## config.mk

```make
export PLATFORM = sky130hd
export DESIGN_NAME = uart_rx_fifo
export DESIGN_NICKNAME = d
export VERILOG_FILES = /design/src/rtl/uart_rx_fifo.sv
export SDC_FILE = /design/constraint.sdc
export NUM_CORES = 1
export LEC_CHECK = 0
export BUFFER_PORTS_ARGS = -buffer_cell sky130_fd_sc_hd__buf_2
export CAP_MARGIN = 30
export CORE_ASPECT_RATIO = 0.6
export CORE_MARGIN = 5
export CORE_UTILIZATION = 50
export DETAILED_ROUTE_END_ITERATION = 10
export MAX_ROUTING_LAYER = met4
export PLACE_DENSITY = 0.68
export SYNTH_ARGS = -nofsm -noshare
export SYNTH_HDL_FRONTEND = slang
export SYNTH_SLANG_ARGS = --single-unit
```

## constraint.sdc

```tcl
create_clock -name sys_clk -period 3.6 [get_ports sys_clk]
set_input_delay 1.08 -clock sys_clk [delete_from_list [all_inputs] [get_ports sys_clk]]
set_output_delay 1.08 -clock sys_clk [all_outputs]
set_load 0.05 [all_outputs]
```

## src/rtl/uart_rx_fifo.sv

```systemverilog
// rtl/uart_rx_fifo.sv - 16x oversampling 8N1 UART receiver with byte FIFO and error flags
module uart_rx_fifo #(
   parameter int CLK_HZ = 27000000,
   parameter int BAUD   = 115200,
   parameter int DEPTH  = 8
) (
   input  logic                       sys_clk,
   input  logic                       rst_n,
   input  logic                       uart_rx,
   input  logic                       rx_ready,
   output logic [7:0]                 rx_data,
   output logic                       rx_data_wr,
   output logic [$clog2(DEPTH):0]     fifo_level,
   output logic                       frame_err,
   output logic                       overrun,
   input  logic                       err_clr
);

   localparam int DIV = (CLK_HZ + BAUD * 8) / (BAUD * 16);
   localparam int TW  = (DIV > 1) ? $clog2(DIV) : 1;
   localparam int AW  = $clog2(DEPTH);

   localparam logic [2:0] S_IDLE  = 3'd0;
   localparam logic [2:0] S_START = 3'd1;
   localparam logic [2:0] S_DATA  = 3'd2;
   localparam logic [2:0] S_STOP  = 3'd3;
   localparam logic [2:0] S_BREAK = 3'd4;

   logic          sync1;
   logic          rxs;
   logic [TW-1:0] tcnt;
   logic          tick;
   logic [3:0]    sc;
   logic [2:0]    state;
   logic [2:0]    bit_idx;
   logic [7:0]    shreg;
   logic          smp7;
   logic          smp8;
   logic          vote;
   logic          start_det;
   logic          mid;
   logic          push;
   logic          push_ok;
   logic          fe_set;
   logic          ovr_set;
   logic          pop;
   logic          empty;
   logic          full;
   logic [AW:0]   wp;
   logic [AW:0]   rp;
   logic [7:0]    mem [DEPTH];

   // Synchroniser flops reset high so a released reset never looks like a start edge.
   always_ff @(posedge sys_clk or negedge rst_n) begin
      if (!rst_n) begin
         sync1 <= 1'b1;
         rxs   <= 1'b1;
      end else begin
         sync1 <= uart_rx;
         rxs   <= sync1;
      end
   end

   assign tick      = (tcnt == TW'(DIV - 1));
   assign vote      = (smp7 & smp8) | (smp7 & rxs) | (smp8 & rxs);
   assign start_det = (state == S_IDLE) && !rxs;
   assign mid       = tick && (sc == 4'd9);
   assign push      = (state == S_STOP) && mid && vote;
   assign fe_set    = (state == S_STOP) && mid && !vote;

   assign empty   = (wp == rp);
   assign full    = (wp[AW] != rp[AW]) && (wp[AW-1:0] == rp[AW-1:0]);
   assign pop     = rx_ready && !empty;
   assign push_ok = push && (!full || pop);
   assign ovr_set = push && full && !pop;

   always_ff @(posedge sys_clk or negedge rst_n) begin
      if (!rst_n) begin
         tcnt <= '0;
         sc   <= 4'd0;
         smp7 <= 1'b1;
         smp8 <= 1'b1;
      end else begin
         if (start_det || tick) tcnt <= '0;
         else                   tcnt <= tcnt + TW'(1);

         if (start_det)                    sc <= 4'd0;
         else if (tick && state != S_IDLE) sc <= sc + 4'd1;

         if (tick && sc == 4'd7) smp7 <= rxs;
         if (tick && sc == 4'd8) smp8 <= rxs;
      end
   end

   always_ff @(posedge sys_clk or negedge rst_n) begin
      if (!rst_n) begin
         state   <= S_IDLE;
         bit_idx <= 3'd0;
         shreg   <= 8'd0;
      end else begin
         case (state)
            S_IDLE: begin
               if (!rxs) state <= S_START;
            end
            S_START: begin
               if (tick) begin
                  if (sc == 4'd9 && vote) begin
                     state <= S_IDLE;
                  end else if (sc == 4'd15) begin
                     state   <= S_DATA;
                     bit_idx <= 3'd0;
                  end
               end
            end
            S_DATA: begin
               if (tick) begin
                  if (sc == 4'd9) shreg <= {vote, shreg[7:1]};
                  if (sc == 4'd15) begin
                     if (bit_idx == 3'd7) state <= S_STOP;
                     else                 bit_idx <= bit_idx + 3'd1;
                  end
               end
            end
            // Leave at mid-stop so a following frame can resync on its start edge.
            S_STOP: begin
               if (mid) state <= vote ? S_IDLE : S_BREAK;
            end
            S_BREAK: begin
               if (rxs) state <= S_IDLE;
            end
            default: state <= S_IDLE;
         endcase
      end
   end

   always_ff @(posedge sys_clk) begin
      if (push_ok) mem[wp[AW-1:0]] <= shreg;
   end

   always_ff @(posedge sys_clk or negedge rst_n) begin
      if (!rst_n) begin
         wp         <= '0;
         rp         <= '0;
         rx_data    <= 8'd0;
         rx_data_wr <= 1'b0;
      end else begin
         if (push_ok) wp <= wp + (AW + 1)'(1);
         rx_data_wr <= pop;
         if (pop) begin
            rx_data <= mem[rp[AW-1:0]];
            rp      <= rp + (AW + 1)'(1);
         end
      end
   end

   // A set in the same cycle as err_clr wins.
   always_ff @(posedge sys_clk or negedge rst_n) begin
      if (!rst_n) begin
         frame_err <= 1'b0;
         overrun   <= 1'b0;
      end else begin
         if (fe_set)       frame_err <= 1'b1;
         else if (err_clr) frame_err <= 1'b0;
         if (ovr_set)      overrun <= 1'b1;
         else if (err_clr) overrun <= 1'b0;
      end
   end

   assign fifo_level = wp - rp;

endmodule

```

==> reports/metrics.cfg <==
[status]
outcome=finished clean

[clock_network]
htree_levels=3
postCtsSetupBuffers=0
tritoncts=built
clockBufferDepth=2
clock-sinks=109
clock_latency_ns=0.34
root_buffer=clkbuf_16
cts_resized=0
holdBufCountCts=0
path_clk_slew_ns=0.07
numCtsBuffers=9

[placed_design]
globalplace.congestion=0.789
placed_area_sq_mm=0.00491
place_inst=435
numPortBuffers=19
dp_hpwl_um=5760

[layout]
layout.cells.non_filler=451
stdcell_area_sq_mm=0.00523
area_delta_synth_final_pct=12.7
fin_nets=348
final_layout_size_suffix_gt1_frac=0.260
num_antenna_cells=0
fillers=722

[routing]
drt_wl_total_um=8410
remaining_drc_errors=0
post_drt_wl_per_cell_um=18.7
viasPerCell=5.55
vias=2503
ant_nets=0
drt_iter0_markers=222
drt_pass1_iterations=4

[sta]
max_freq_mhz=320
hold_viol=0
setup_viol=0
fin_crit_ns=3.13
worst_pin_slew_ns=0.679
relSlewSlack=0.541
post-route-period-util=0.869
fin_tns_setup_ns=0
slew_violations=0
clock_skew_ns=0.00904
rsz0062_at_grt=false

[worst_hold_path]
hold_depth=0
hold_path_class=reg2reg
hold_path.startpoint=sync1
hold_end=rxs

[grt]
grt_max_degree=26
grt_pass1_vias=2544
grtUsageTotal=0.170
grt_pass1_wl_um=14000
antenna_found_initial=0
overflow=0

[setup_path]
r2r_cells=6
r2r-end=mem[6][5]
cp_max_fo=11
reg2reg_from=rp[2]
crit_family=flip-flops
critical_path_class=reg2out
cp_slowest_cell=dfrtp_1
cp-start-kind=flip-flop
cp_data_required_time_ns=2.52
reg2reg_slack_ns=1.05
worstSetupEndpointType=primary output
worst-path-buf-inv=2
critPathArrivalTime_ns=2.05
crit_chain=clkinv_1 -> ha_1 -> a21oi_1 -> xnor2_1 -> buf_2
cp_slowest_stage_delay_ns=0.60

[synth]
ys_types=48
synth_flop_cell=edfxtp_1
synth.most_common_cell=edfxtp_1
yosysTopAreaCell=edfxtp_1
synth-seq-cells=109
yosysTopAreaCellShare=0.414
yosysSeqAreaShare=0.658
synth_area_per_cell_sq_um=15.4
synth_warnings=0
syn-num-nets=319
async_flop_share=0.413
ys_top_cells_by_area=edfxtp_1, dfrtp_1, mux4_2
syn_area_sq_mm=0.00464
synth_commonest_cells=edfxtp_1, dfrtp_1, nand2_1
netlist_instances=301
synth_edf_count=64

[floorplanning]
die_w_um=134
io_pins=20
die-height_um=84.6
start_util=0.509
die_area_sq_mm=0.0114
rows=27
coreArea_sq_mm=0.00912

[pwr]
power_density_mw_per_mm2=571
vdd_ir_drop_max_uv=281
p_leak_nw=2.25

[flow_run]
maxCapViolations=0

## routing by layer
layer  vias to the layer above  GRT usage  wire length, um
met4                         0     0.0388               74
met5                         -          -                0
met1                      1238      0.248             4210
met3                         5     0.0653              660
met2                        71      0.225             3470
li1                       1189          -                -
## metrics by stage
| stage | power [mW] | utilization | hold slack, ns | setup slack [ns] |
|---|---|---|---|---|
| after global routing | 3.11 | 0.574 | 0.370 | 0.364 |
| after global placement | 1.96 | 0.538 | 0.348 | 0.874 |
| after floorplan | 1.84 | - | 0.345 | 0.390 |
| after CTS | 3.02 | 0.574 | 0.362 | 0.451 |
| after detailed placement | 1.97 | 0.538 | 0.352 | 0.823 |
| final | 2.99 | 0.574 | 0.361 | 0.473 |
## layout make-up
class                   instances  area (sq um)  area share
clock buffers                  11           243      0.0464
clock inverters                 5          81.3      0.0155
flip-flops and latches        109          3050       0.584
well taps                     116           145      0.0277
inverters                      18          67.6      0.0129
multi-input cells             163          1470       0.281
repair buffers                 29           170      0.0325
## layout by cell type (no fill, tap or decap), types with 2 or more instances in the layout
| master | count |
|---|---|
| edfxtp_1 | 64 |
| dfrtp_1 | 41 |
| nand2_1 | 25 |
| buf_2 | 19 |
| inv_1 | 17 |
| mux4_2 | 16 |
| a21oi_1 | 12 |
| ha_1 | 12 |
| nor2_1 | 11 |
| mux2_2 | 10 |
| buf_4 | 10 |
| a21o_1 | 9 |
| clkbuf_16 | 9 |
| xnor2_1 | 7 |
| nand3_1 | 6 |
| xor2_1 | 5 |
| o21ai_0 | 5 |
| nor4_2 | 4 |
| nor3_1 | 4 |
| dfstp_2 | 4 |
| nor3_2 | 3 |
| and4_1 | 3 |
| mux2i_1 | 3 |
| clkinv_1 | 2 |
| nor2b_1 | 2 |
| a31oi_1 | 2 |
| a22o_1 | 2 |
| mux2_1 | 2 |
| o22ai_1 | 2 |
| a311oi_1 | 2 |
| bufinv_16 | 2 |
## flip-flops by register name, indices dropped and copies added, names as in the netlist, 3 cells and up
register  count
mem          64
wp            4
sc            4
state         3
tcnt          4
rp            4
shreg         8
bit_idx       3
rx_data       8
## cell families after synthesis
group | after synthesis | synth area share
flip-flops | 109 | 0.658
AND/OR/NAND/NOR | 67 | 0.0785
AO/OA/AOI/OAI | 38 | 0.0563
multiplexers | 32 | 0.116
buffers and inverters | 29 | 0.0291
adder cells (fa/ha/maj) | 14 | 0.0391
XOR/XNOR | 12 | 0.0226
## power by group
group          switching, mW  total (mW)  leakage, nW  internal [mW]
Clock                  0.428        1.06        0.158          0.630
Sequential            0.0406        1.38         1.32           1.34
Combinational          0.363       0.548        0.773          0.185
Total                  0.831        2.99         2.25           2.15
## worst max-delay path by stage
stage,startpoint,endpoint,slack (ns),cells past startpoint
6_report,rp[2],fifo_level[3],0.47,5
5_1_grt,rp[2],fifo_level[3],0.36,5
4_1_cts,rp[2],fifo_level[3],0.45,5
3_5_place_dp,wp[0],fifo_level[2],0.82,5
3_3_place_gp,rp[2],fifo_level[3],0.87,5
2_1_floorplan,rp[1],fifo_level[3],0.39,7
No activity file was read; power rests on OpenSTA's default activity.
